[config.mk]
export PLATFORM = sky130hd
export DESIGN_NAME = uart_tx_arbiter
export DESIGN_NICKNAME = d
export VERILOG_FILES = /design/src/rtl/uart_tx_arbiter.sv
export SDC_FILE = /design/constraint.sdc
export NUM_CORES = 1
export LEC_CHECK = 0
export CELL_PAD_IN_SITES_DETAIL_PLACEMENT = 0
export CELL_PAD_IN_SITES_GLOBAL_PLACEMENT = 1
export CORE_AREA = 2 2 69 78
export CTS_CLUSTER_DIAMETER = 50
export DETAILED_ROUTE_END_ITERATION = 6
export DIE_AREA = 0 0 71 80
export PLACE_DENSITY = 0.74
export SLEW_MARGIN = 20
export SYNTH_ARGS = -nofsm -noshare
export SYNTH_HDL_FRONTEND = slang
export SYNTH_SLANG_ARGS = --single-unit
[constraint.sdc]
create_clock -name clk -period 2.08 [get_ports clk]
set_input_delay 0.208 -clock clk [delete_from_list [all_inputs] [get_ports clk]]
set_output_delay 0.208 -clock clk [all_outputs]
set_load 0.1 [all_outputs]
[src/rtl/uart_tx_arbiter.sv]
// Two-requester round-robin front end for a single UART transmitter.
// Accepts one byte at a time, launches it with a one-cycle tx_dv strobe and
// waits for the transmitter's done pulse, abandoning the transfer on timeout.
//
// state     | meaning
// ----------+-----------------------------------------------------------
// IDLE      | no transfer; arbitration open when the transmitter is ready
// LAUNCH    | byte registered, tx_dv asserted for this single cycle
// WAIT_DONE | waiting for tx_done, counting toward TIMEOUT_CYCLES
module uart_tx_arbiter #(
  parameter int unsigned TIMEOUT_CYCLES = 200000
) (
  input  logic       clk,
  input  logic       rst,
  input  logic       req0_valid,
  input  logic [7:0] req0_data,
  output logic       req0_ready,
  input  logic       req1_valid,
  input  logic [7:0] req1_data,
  output logic       req1_ready,
  output logic       tx_dv,
  output logic [7:0] tx_byte,
  input  logic       tx_done,
  input  logic       tx_ready,
  output logic [1:0] grant,
  output logic       busy,
  output logic       timeout_err
);

  localparam int unsigned CNT_W = (TIMEOUT_CYCLES > 1) ? $clog2(TIMEOUT_CYCLES) : 1;
  localparam logic [CNT_W-1:0] CNT_LAST = CNT_W'(TIMEOUT_CYCLES - 1);

  typedef enum logic [1:0] {
    IDLE      = 2'd0,
    LAUNCH    = 2'd1,
    WAIT_DONE = 2'd2
  } state_e;

  state_e           state_q, state_d;
  logic [7:0]       tx_byte_q, tx_byte_d;
  logic [1:0]       grant_q, grant_d;
  logic             ptr_q, ptr_d;        // last requester granted (0 or 1)
  logic [CNT_W-1:0] cnt_q, cnt_d;
  logic             to_q, to_d;
  logic             pick0, pick1;
  logic             accept0, accept1;

  // Round-robin pick: a lone requester wins, otherwise the one not served last.
  always_comb begin
    pick0   = req0_valid && (!req1_valid || ptr_q);
    pick1   = req1_valid && (!req0_valid || !ptr_q);
    accept0 = (state_q == IDLE) && tx_ready && pick0;
    accept1 = (state_q == IDLE) && tx_ready && pick1;
  end

  // Next-state and datapath updates for the transfer sequence.
  always_comb begin
    state_d   = state_q;
    tx_byte_d = tx_byte_q;
    grant_d   = grant_q;
    ptr_d     = ptr_q;
    cnt_d     = cnt_q;
    to_d      = 1'b0;
    case (state_q)
      IDLE: begin
        if (accept0) begin
          state_d   = LAUNCH;
          tx_byte_d = req0_data;
          grant_d   = 2'b01;
          ptr_d     = 1'b0;
        end else if (accept1) begin
          state_d   = LAUNCH;
          tx_byte_d = req1_data;
          grant_d   = 2'b10;
          ptr_d     = 1'b1;
        end
      end
      LAUNCH: begin
        cnt_d   = '0;
        state_d = WAIT_DONE;
      end
      WAIT_DONE: begin
        // A done arriving on the final count still counts as success.
        if (tx_done) begin
          state_d = IDLE;
          grant_d = 2'b00;
        end else if (cnt_q == CNT_LAST) begin
          state_d = IDLE;
          grant_d = 2'b00;
          to_d    = 1'b1;
        end else begin
          cnt_d = cnt_q + 1'b1;
        end
      end
      default: begin
        state_d = IDLE;
        grant_d = 2'b00;
      end
    endcase
  end

  // State and datapath registers.
  always_ff @(posedge clk or posedge rst) begin
    if (rst) begin
      state_q   <= IDLE;
      tx_byte_q <= 8'h00;
      grant_q   <= 2'b00;
      ptr_q     <= 1'b1;
      cnt_q     <= '0;
      to_q      <= 1'b0;
    end else begin
      state_q   <= state_d;
      tx_byte_q <= tx_byte_d;
      grant_q   <= grant_d;
      ptr_q     <= ptr_d;
      cnt_q     <= cnt_d;
      to_q      <= to_d;
    end
  end

  assign req0_ready  = accept0;
  assign req1_ready  = accept1;
  assign tx_dv       = (state_q == LAUNCH);
  assign tx_byte     = tx_byte_q;
  assign grant       = grant_q;
  assign busy        = (state_q != IDLE);
  assign timeout_err = to_q;

endmodule

# Word level (Yosys, flattened, before mapping)
# Index checks and enable logic that the tools add are counted.
# classes
n_bitwise	1
n_reduce_logical	18
mux	18
eq_ne	7
addsub	1
# ops
op	count
$mux W18	2
$pmux W18 S2	1
$add A18 B1 Y18 const B	1
$eq A18 B18 Y1 const B	1
$mux W8	2
$mux W2	6
$pmux W2 S3	2
$ne A3 B3 Y1 const B	2
$reduce_and A3 Y1	2
$reduce_bool A2 Y1	3
$logic_and A1 B1 Y1	5
$mux W1	5
$ne A2 B2 Y1 const B	2
$reduce_and A2 Y1	2
$logic_not A1 Y1	3
$eq A2 B1 Y1 const B	1
$eq A2 B2 Y1 const B	1
$logic_not A2 Y1	1
$logic_or A1 B1 Y1	2
$not A1 Y1	1
# word_totals
output_inout_bits	15
wordCells	51
regBits	32
inputBits	22

# Logic depth before layout (Yosys ltp)
# depth
word_depth	7
mapped_depth	8
ltp_nobuf	7

# Least setup slack after synthesis
# OpenSTA, ideal clock, no wires.
# synth_timing
path_type	reg2out
from	register state_q[0]
to	output req1_ready
n_path_buf	0
stages_incl_launch_ff	6
setup_slack_ns	-0.452
arrival_ns	2.324
required_time_ns	1.872
cell_sequence	dfrtp_1 -> inv_1 -> ha_1 -> and2_1 -> nand2_1 -> a21oi_1
# synth_via
elab_chain_cells	3
# synth_lines
item	line	rtl
start: declaration	39	state_e state_q, state_d;
start signal: assignment	112	state_q <= state_d;
$logic_not A2 Y1	53	accept1 = (state_q == IDLE) && tx_ready && pick1;
$logic_and A1 B1 Y1 (2 in a row)	53	
end: declaration	20	output logic req1_ready,
# Every way passes these cells.

# Worst setup path after layout
# layout_timing
from	register state_q[1]
to	output req0_ready
# layout_via
elab_chain_cells	3
# layout_lines
item	line	rtl
$logic_not A2 Y1	52	accept0 = (state_q == IDLE) && tx_ready && pick0;
$logic_and A1 B1 Y1 (2 in a row)	52	
end: declaration	17	output logic req0_ready,
# Every way passes these cells.

==> results.sh <==
export IMPL_grt_max_degree=33
export IMPL_hpwl_um=3190
export IMPL_port_buffers=36
export IMPL_slew_violations=0
export IMPL_slew_headroom=0.378
export IMPL_cts_sinks=32
export IMPL_viasPerCell=5.32
export IMPL_pwr_density_cell_mw_per_mm2=1340
export IMPL_synth_cell_types=43
export IMPL_hold_class="input port to async pin"
export IMPL_final_antenna_net_count=0
export IMPL_leakage_nw=1.09
export IMPL_routed_wl_um=4470
export IMPL_area_growth_pct=37.5
export IMPL_coreArea_mm2=0.00490
export IMPL_drc=0
export IMPL_critPathLaunchType="register"
export IMPL_antenna_found_initial=0
export IMPL_fmax_ghz=0.515
export IMPL_h_tree_depth=2
export IMPL_irDropWorstVdd_mv=0.853
export IMPL_p_int_mw=1.60
export IMPL_nets=279
export IMPL_avgSynthCellArea_um2=9.26
export IMPL_synthCells=196
export IMPL_vias=1655
export IMPL_clk_latency_ns=0.29
export IMPL_crit_type="register to output pin"
export IMPL_final_core_util=0.509
export IMPL_ys_seq_elements=32
export IMPL_drt_initial_drc_count=82
export IMPL_cp_max_fo=9
export IMPL_grt_pass1_wl_um=7730
export IMPL_ios=37
export IMPL_synth_area_mm2=0.00181
export IMPL_arrival_ns=1.73
export IMPL_drt_pass1_iter_count=4
export IMPL_min_period_ns=1.94
export IMPL_cts_tree="done"
export IMPL_cts_root_buf="clkbuf_8"
export IMPL_crit_required_ns=1.87
export IMPL_finalClockSkew_ns=0.00583
export IMPL_die_area_mm2=0.00568
export IMPL_syn_nets=223
export IMPL_clkTransAtPathRegs_ns=0.07
export IMPL_die_x_um=71
export IMPL_dieHeight_um=80
export IMPL_wl_per_cell_um=14.4
export IMPL_diodes=0
export IMPL_tightest_slew_ns=0.927
export IMPL_synth_seq_area_share=0.442
export IMPL_grt_total_usage=0.175
export IMPL_r2r_setup_slack_ns=0.15
export IMPL_cts_buffer_depth=2
export IMPL_row_count=27
export IMPL_fin_crit_sh=0.934
export IMPL_initial_core_util=0.370
export IMPL_drv_cap=0
export IMPL_grt_pass1_vias=1611
export IMPL_seq_power_share=0.254
export IMPL_clockPowerShare=0.150
export IMPL_outcome="finished clean"
export IMPL_setup_viol=0
export IMPL_ys_warn_count=0
export IMPL_p_sw_frac=0.519
export IMPL_p_sw_mw=1.73
export IMPL_fin_setup_tns_ns=0
export IMPL_p_comb_frac=0.596
export IMPL_drive_gt1_frac=0.257
export IMPL_rsz0062_at_grt="no"
export IMPL_cts_buffers=5
export IMPL_final_cell_mix="dfrtp_1 (31), buf_4 (31), nand2_1 (23)"
export IMPL_reg2reg_depth=5
export IMPL_end_kind="output pin"
export IMPL_timing_rr_end="grant[1]"
export IMPL_globalRoute_totalOverflow=0
export IMPL_hold_viol=0
export IMPL_gp_congestion=0.820
export IMPL_r2r_start="cnt_q[7]"
==> cell families after synthesis <==
logic type	share of synthesized area
multiplexers	0.0745
flip-flops	0.442
AND/OR/NAND/NOR	0.221
adder cells (fa/ha/maj)	0.0345
AO/OA/AOI/OAI	0.180
buffers and inverters	0.0476
==> power by group through the flow <==
stage	clock network, mW	logic [mW]	registers (mW)
2_1_floorplan	0	0.751	1.49
3_3_place_gp	0	1.94	0.852
3_5_place_dp	0	1.93	0.859
4_1_cts	0.520	1.94	0.846
5_1_grt	0.544	2.11	0.866
6_report	0.501	1.99	0.845
==> Yosys cell counts (all sizes together) <==
library cell   n  share of area
clkbuf         4         0.0083
o31ai          3          0.012
and4b          1         0.0076
o211a          1         0.0055
or2            2         0.0069
nand3         16          0.044
a211oi         1         0.0069
o211ai         3          0.012
ha             5          0.034
dfrtp         31           0.43
inv           11          0.023
o21a           1         0.0041
mux2           4          0.025
nand2         23          0.048
dfstp          1          0.014
a21o           1         0.0041
a41oi          1         0.0048
nor4           3          0.010
and2           1         0.0035
nor4b          3          0.021
nor3           2         0.0055
and4           1         0.0048
buf            4          0.014
or4b           1         0.0055
o22ai          1         0.0035
and3           2          0.010
or3            3          0.010
a211o          2         0.0097
nand4          6          0.021
o21ai         22          0.061
nor2           7          0.014
clkinv         1         0.0021
a21oi         11          0.032
or4            2         0.0083
a31oi          4          0.014
mux2i          9          0.050
o41ai          1         0.0048
o311ai         1         0.0048
==> routing by layer <==
metal	vias up	GRT usage	share of wire
li1	836	-	-
met1	787	0.212	0.45
met2	28	0.297	0.50
met3	4	0.0518	0.041
met4	0	0.0566	0.011
met5	-	0	0
==> flip-flops by register name, summed over array words and instances (netlist names) <==
register and flops:
cnt_q 18, grant 2, ptr_q 1, state_q 2, timeout_err 1, tx_byte 8
==> stage by stage <==
stage	instance area, um^2	total power, mW	hold WS [ns]	setup WS [ns]	cells
final	2490	3.33	0.306	0.137	311
after global routing	2490	3.52	0.365	0.00294	311
after CTS	2420	3.31	0.326	0.00332	303
after detailed placement	2320	2.79	0.471	0.130	295
after global placement	2320	2.79	0.464	0.131	295
after floorplan	1820	2.25	0.271	0.100	196
==> critical path: stages (launching register included) <==
cell     delay, ns
dfrtp_1       0.39
inv_1         0.10
ha_2          0.22
and2_4        0.17
nand2_1       0.06
a21oi_2       0.16
buf_6         0.17
buf_12        0.18
==> how the worst max path moves through the flow <==
stage                          start         end  slack [ns]  depth (start not counted)
final                     state_q[1]  req0_ready        0.14                          7
after global routing        cnt_q[7]   cnt_q[15]       0.003                          5
after CTS                 state_q[0]  req0_ready       0.003                          7
after detailed placement   cnt_q[15]    grant[1]        0.13                          5
after global placement     cnt_q[15]    grant[1]        0.13                          5
after floorplan           state_q[0]  req1_ready        0.10                          5
==> what timing repair did <==
| item | 4_1_cts | 5_1_grt |
|---|---|---|
| hold buffers | 0 | 0 |
| setup buffers | 0 | 8 |
| endpoints found under the setup margin | 1 | 3 |
| resized for setup | 2 | 4 |
==> final cells by class <==
cell class	instances	area, um^2
multi-input cells	144	945
flip-flops and latches	32	802
clock inverters	2	10.0
inverters	12	48.8
well taps	58	72.6
repair buffers	57	534
clock buffers	6	82.6
fillers	467	2400
Power figures use the tool's default switching activity.
==> RTL edit 1, RTL diff (same settings) <==
The parameter `TIMEOUT_CYCLES` goes from 200000 to 50000.
--- a/src/rtl/uart_tx_arbiter.sv
+++ b/src/rtl/uart_tx_arbiter.sv
@@ -8,7 +8,7 @@
 // LAUNCH    | byte registered, tx_dv asserted for this single cycle
 // WAIT_DONE | waiting for tx_done, counting toward TIMEOUT_CYCLES
 module uart_tx_arbiter #(
-  parameter int unsigned TIMEOUT_CYCLES = 200000
+  parameter int unsigned TIMEOUT_CYCLES = 50000
 ) (
   input  logic       clk,
   input  logic       rst,
Formal check against the unedited RTL: no difference found for any inputs over 10 cycles, from zero or initial values and one cycle with rst high; that may be too few to reach the edited logic, so the function may still have changed.
==> RTL edit 1 against the original RTL <==
Worst setup slack worse by 58 ps. Final area is 5.5% lower. Combinational power is 3% lower. Sequential cell count is 2 lower. Register-to-register slack worse by 70 ps. Area after synthesis is 7.4% lower. Critical path type is now flip-flop to flip-flop. Total power hardly changed. Routed wire length is 6.1% lower. Critical path depth is 2 lower. Largest cell class unchanged.
==> RTL edit 1: results (changes against the original RTL) <==
Final HPWL DP: 3080 um (-3.4%)
Arr. time, crit path: 2160 ps (+430 ps)
PwrDens: 1410 nW/um^2 (+5.9%)
Non-CTS inverters: 9 (-3)
FF+latch area: 752 um^2 (-6.2%)
initial DRC count: 108 (+32%)
flop-to-flop setup slack: 80 ps (-70 ps)
Syn Nets: 200 (-10%)
placed cells: 279 (-5.4%)
fin nets: 257 (-7.9%)
launch point of the worst reg-to-reg path: cnt_q[0]$_DFFE_PP0P_
Non-Filler Instances: 289 (-7.1%)
crit path max fanout: 4 (-5)
outcome: completed
multi-input gate count: 128 (-11%)
layout cells sized above 1: 0.212 (-0.0448)
Yosys top cell area share: 0.432 (+0.00460)
multi-input logic area: 878 um^2 (-7.0%)
register bit total from synthesis: 30 (-6.3%)
number of flip-flops under the largest register name: 16 (-2)
first-pass GRT wire length: 7220 um (-6.6%)
vias in the first global route: 1529 (-5.1%)
Non-clock buffers, area share: 0.218 (+0.00401)
CP Class: flip-flop to flip-flop
worst slack at placement: 134 ps (+4.20 ps)
DP Area: 2230 um^2 (-4.1%)
Leak Pwr: 1.08 nW (-0.47%)
Synth cell types: 41 (-4.7%)
Filler Cell Count: 446 (-4.5%)
top post-synthesis cells by count: dfrtp_1, nand2_1, o21ai_1, inv_1, mux2i_1
post-DR vias/cell: 5.34 (+0.33%)
Resized Gates After CTS: 1 (-1)
gpl congestion: 0.783 (-4.5%)
synth top area cells: dfrtp_1, mux2i_1, nand2_1
critical path endpoint: state_q[1]$_DFFE_PP0P_
critical path's largest stage delay: 510 ps (+120 ps)
cell family with most CP delay: compound AO/OA/AOI/OAI gates
sequential share of the synthesized area: 0.448 (+0.00577)
worst vdd ir: 881 uV (+3.4%)
largest net degree at the start of global routing: 31 (-6.1%)
Clock Skew: 9.52 ps (+3.70 ps)
-- RTL edit 1: cell types whose count changed in the layout (fill, tap and decap cells not counted), moves of 4 or more --
cell     before  now
o21ai_0      21    7
o21ai_1       1   12
nand3_1      16    6
a21oi_1       8    3
a22o_1        0    4
and3_1        0    4
mux2_1        0    4
-- RTL edit 1: cells by family (layout without fill, tap and decap cells) --
family                   count (synthesis)  count (layout)  share of synthesized area
AND/OR/NAND/NOR                         64              64                      0.208
flip-flops                              30              30                      0.448
AO/OA/AOI/OAI                           46              46                      0.192
multiplexers                            13              13                     0.0812
adder cells (fa/ha/maj)                  5               5                     0.0373
buffers and inverters                   15              73                     0.0343
-- RTL edit 1: worst min path at each step --
stage,end,cells past startpoint,slack [ps],from
floorplan,ptr_q$_DFFE_PP1P_,1,270,req0_valid
global placement,tx_byte[4]$_DFFE_PP0P_,2,470,tx_byte[4]$_DFFE_PP0P_
detailed placement,tx_byte[1]$_DFFE_PP0P_,2,490,tx_byte[1]$_DFFE_PP0P_
CTS,timeout_err$_DFF_PP0_,3,320,rst
global route,cnt_q[13]$_DFFE_PP0P_,3,350,rst
finish,cnt_q[13]$_DFFE_PP0P_,3,300,rst
-- RTL edit 1: layer usage --
metal / GRT usage / vias up / share of wire / wire length, um
li1: - / 762 / - / -
met1: 0.215 / 716 / 0.46 / 1940
met2: 0.251 / 54 / 0.46 / 1910
met3: 0.0429 / 11 / 0.054 / 225
met4: 0.0623 / 0 / 0.026 / 110
met5: 0 / - / 0 / 0
-- RTL edit 1: power breakdown --
group / internal, mW / total (mW) / switching (mW) / leakage (nW)
clock: 0.358 / 0.588 / 0.229 / 0.0524
combinational: 0.545 / 1.93 / 1.39 / 0.630
sequential: 0.723 / 0.814 / 0.0912 / 0.398
==> RTL edit 2, RTL diff (same flow settings) <==
Without the edit above. Encoding of `state_e`: now one-hot (3 bits for 3 states).
--- a/src/rtl/uart_tx_arbiter.sv
+++ b/src/rtl/uart_tx_arbiter.sv
@@ -30,10 +30,10 @@
   localparam int unsigned CNT_W = (TIMEOUT_CYCLES > 1) ? $clog2(TIMEOUT_CYCLES) : 1;
   localparam logic [CNT_W-1:0] CNT_LAST = CNT_W'(TIMEOUT_CYCLES - 1);
 
-  typedef enum logic [1:0] {
-    IDLE      = 2'd0,
-    LAUNCH    = 2'd1,
-    WAIT_DONE = 2'd2
+  typedef enum logic [2:0] {
+    IDLE      = 3'b001,
+    LAUNCH    = 3'b010,
+    WAIT_DONE = 3'b100
   } state_e;
 
   state_e           state_q, state_d;
Behaviour: no difference found for any inputs over 10 cycles, from zero or initial values and one cycle with rst high; not proved beyond that.
==> RTL edit 2 against the original RTL <==
Total power shrank 3.9%. Area after synthesis shrank 3.6%. Worst setup slack worse by 84 ps. Die area unchanged. Maximum frequency shrank 4.1%. Sequential cell count up 1. Final area fell by 2.3%. First-iteration DRC count decreased by 37%. Routed wire length fell by 8.3%. Via count fell by 7.6%. Critical path type unchanged. Critical endpoint is now tx_dv.
==> RTL edit 2: results (changes against the original RTL) <==
outcome: completed
asr flop ratio synth: 1.00 (unchanged)
sequential share of the synthesized area: 0.474 (+0.0315)
initial DRC count: 52 (-37%)
Inserted Diodes: 0 (unchanged)
Final HPWL DP: 3050 um (-4.4%)
first-pass GRT wire length: 7070 um (-8.6%)
Leak Pwr: 1.11 nW (+1.9%)
Arr. time, crit path: 1820 ps (+90 ps)
layout cells sized above 1: 0.218 (-0.0393)
Filler Cell Count: 460 (-1.5%)
Total Routing Usage GR: 0.157 (-0.0185)
R2R cell count: 4 (-1)
Clock Skew: 10.8 ps (+4.93 ps)
RR Endpoint: cnt_q[14]$_DFFE_PP0P_
critical path endpoint: tx_dv
worst setup path startpoint: state_q[0]$_DFFE_PP1P_
placed cells: 289 (-2.0%)
post-DR vias/cell: 5.15 (-3.3%)
synthesized instance count: 185 (-5.6%)
synth top area cells: dfrtp_1, mux2i_1, nand2_1
Worst path slowest cell: or3b_2
hold_ws: 327 ps (+21.9 ps)
Non-Filler Instances: 297 (-4.5%)
Synth cell types: 42 (-2.3%)
Syn Nets: 208 (-6.7%)
Tightest Pin Transition: 555 ps (-372 ps)
top post-synthesis cells by count: dfrtp_1, nand2_1, mux2i_1, o21ai_0, inv_1
flop-to-flop setup slack: 160 ps
routed wire length: 4100 um (-8.3%)
vias in the first global route: 1504 (-6.6%)
worst vdd ir: 705 uV (-17%)
critical path's largest stage delay: 510 ps (+120 ps)
gpl congestion: 0.829 (+1.2%)
launch point of the worst reg-to-reg path: state_q[1]$_DFFE_PP0P_
largest net degree at the start of global routing: 34 (+3.0%)
RTL edit 2: cell types whose count changed after synthesis, sizes merged, moves of 4 or more:
cell    unedited run  this run
nand2             23        30
a21oi             11         1
ha                 5         1
mux2               4         0
clkbuf             4         9
mux2i              9        16
o21ai             22        16
nor3               2         7
nand3             16         7
RTL edit 2: layout make-up:
class,instances,share of cell area
Clock inverter,1,0.0123
Timing Repair Buffer,57,0.213
Clock buffer,7,0.0354
Inverter,10,0.0185
Sequential cell,33,0.340
Tap cell,58,0.0298
Multi-Input combinational cell,131,0.352
RTL edit 2: critical path: cells and delay by family, from the launching register on:
| family | cells | cell delay, ps |
|---|---|---|
| buffers and inverters | 4 | 650 |
| AND/OR/NAND/NOR | 1 | 510 |
| flip-flops | 1 | 370 |
RTL edit 2: cells by family after synthesis:
kind of cell,Yosys count,synth area share
simple gates,79,0.246
compound gates,35,0.131
flops,33,0.474
buf+inv,21,0.0508
mux,16,0.0916
fa+ha+maj,1,0.00715
RTL edit 2: repair_timing:
action                     4_1_cts  5_1_grt
hold buffers                     0        0
cloned                           0        0
setup endpoints to repair        1        4
resized for setup                1        2
RTL edit 2: through the flow:
step                setup slack [ps]  instance area, um^2  TNS (ps)
floorplan                       17.8                 1780         0
global placement                -175                 2300      -591
detailed placement              -194                 2300      -657
CTS                             21.6                 2420         0
global route                    11.7                 2440         0
finish                          53.1                 2440         0
RTL edit 2: layer usage:
layer	vias up	global-route usage	wire length, um
met5	-	0	0
met4	0	0.0453	40
met1	719	0.208	1920
li1	783	-	-
met2	22	0.260	2030
met3	5	0.0290	111
RTL edit 2: power breakdown:
part           switching, mW  internal (mW)  total (mW)  leakage, nW
combinational           1.11          0.434        1.55        0.617
clock                  0.233          0.391       0.624       0.0585
sequential             0.172          0.859        1.03        0.431
total                   1.52           1.68        3.20         1.11
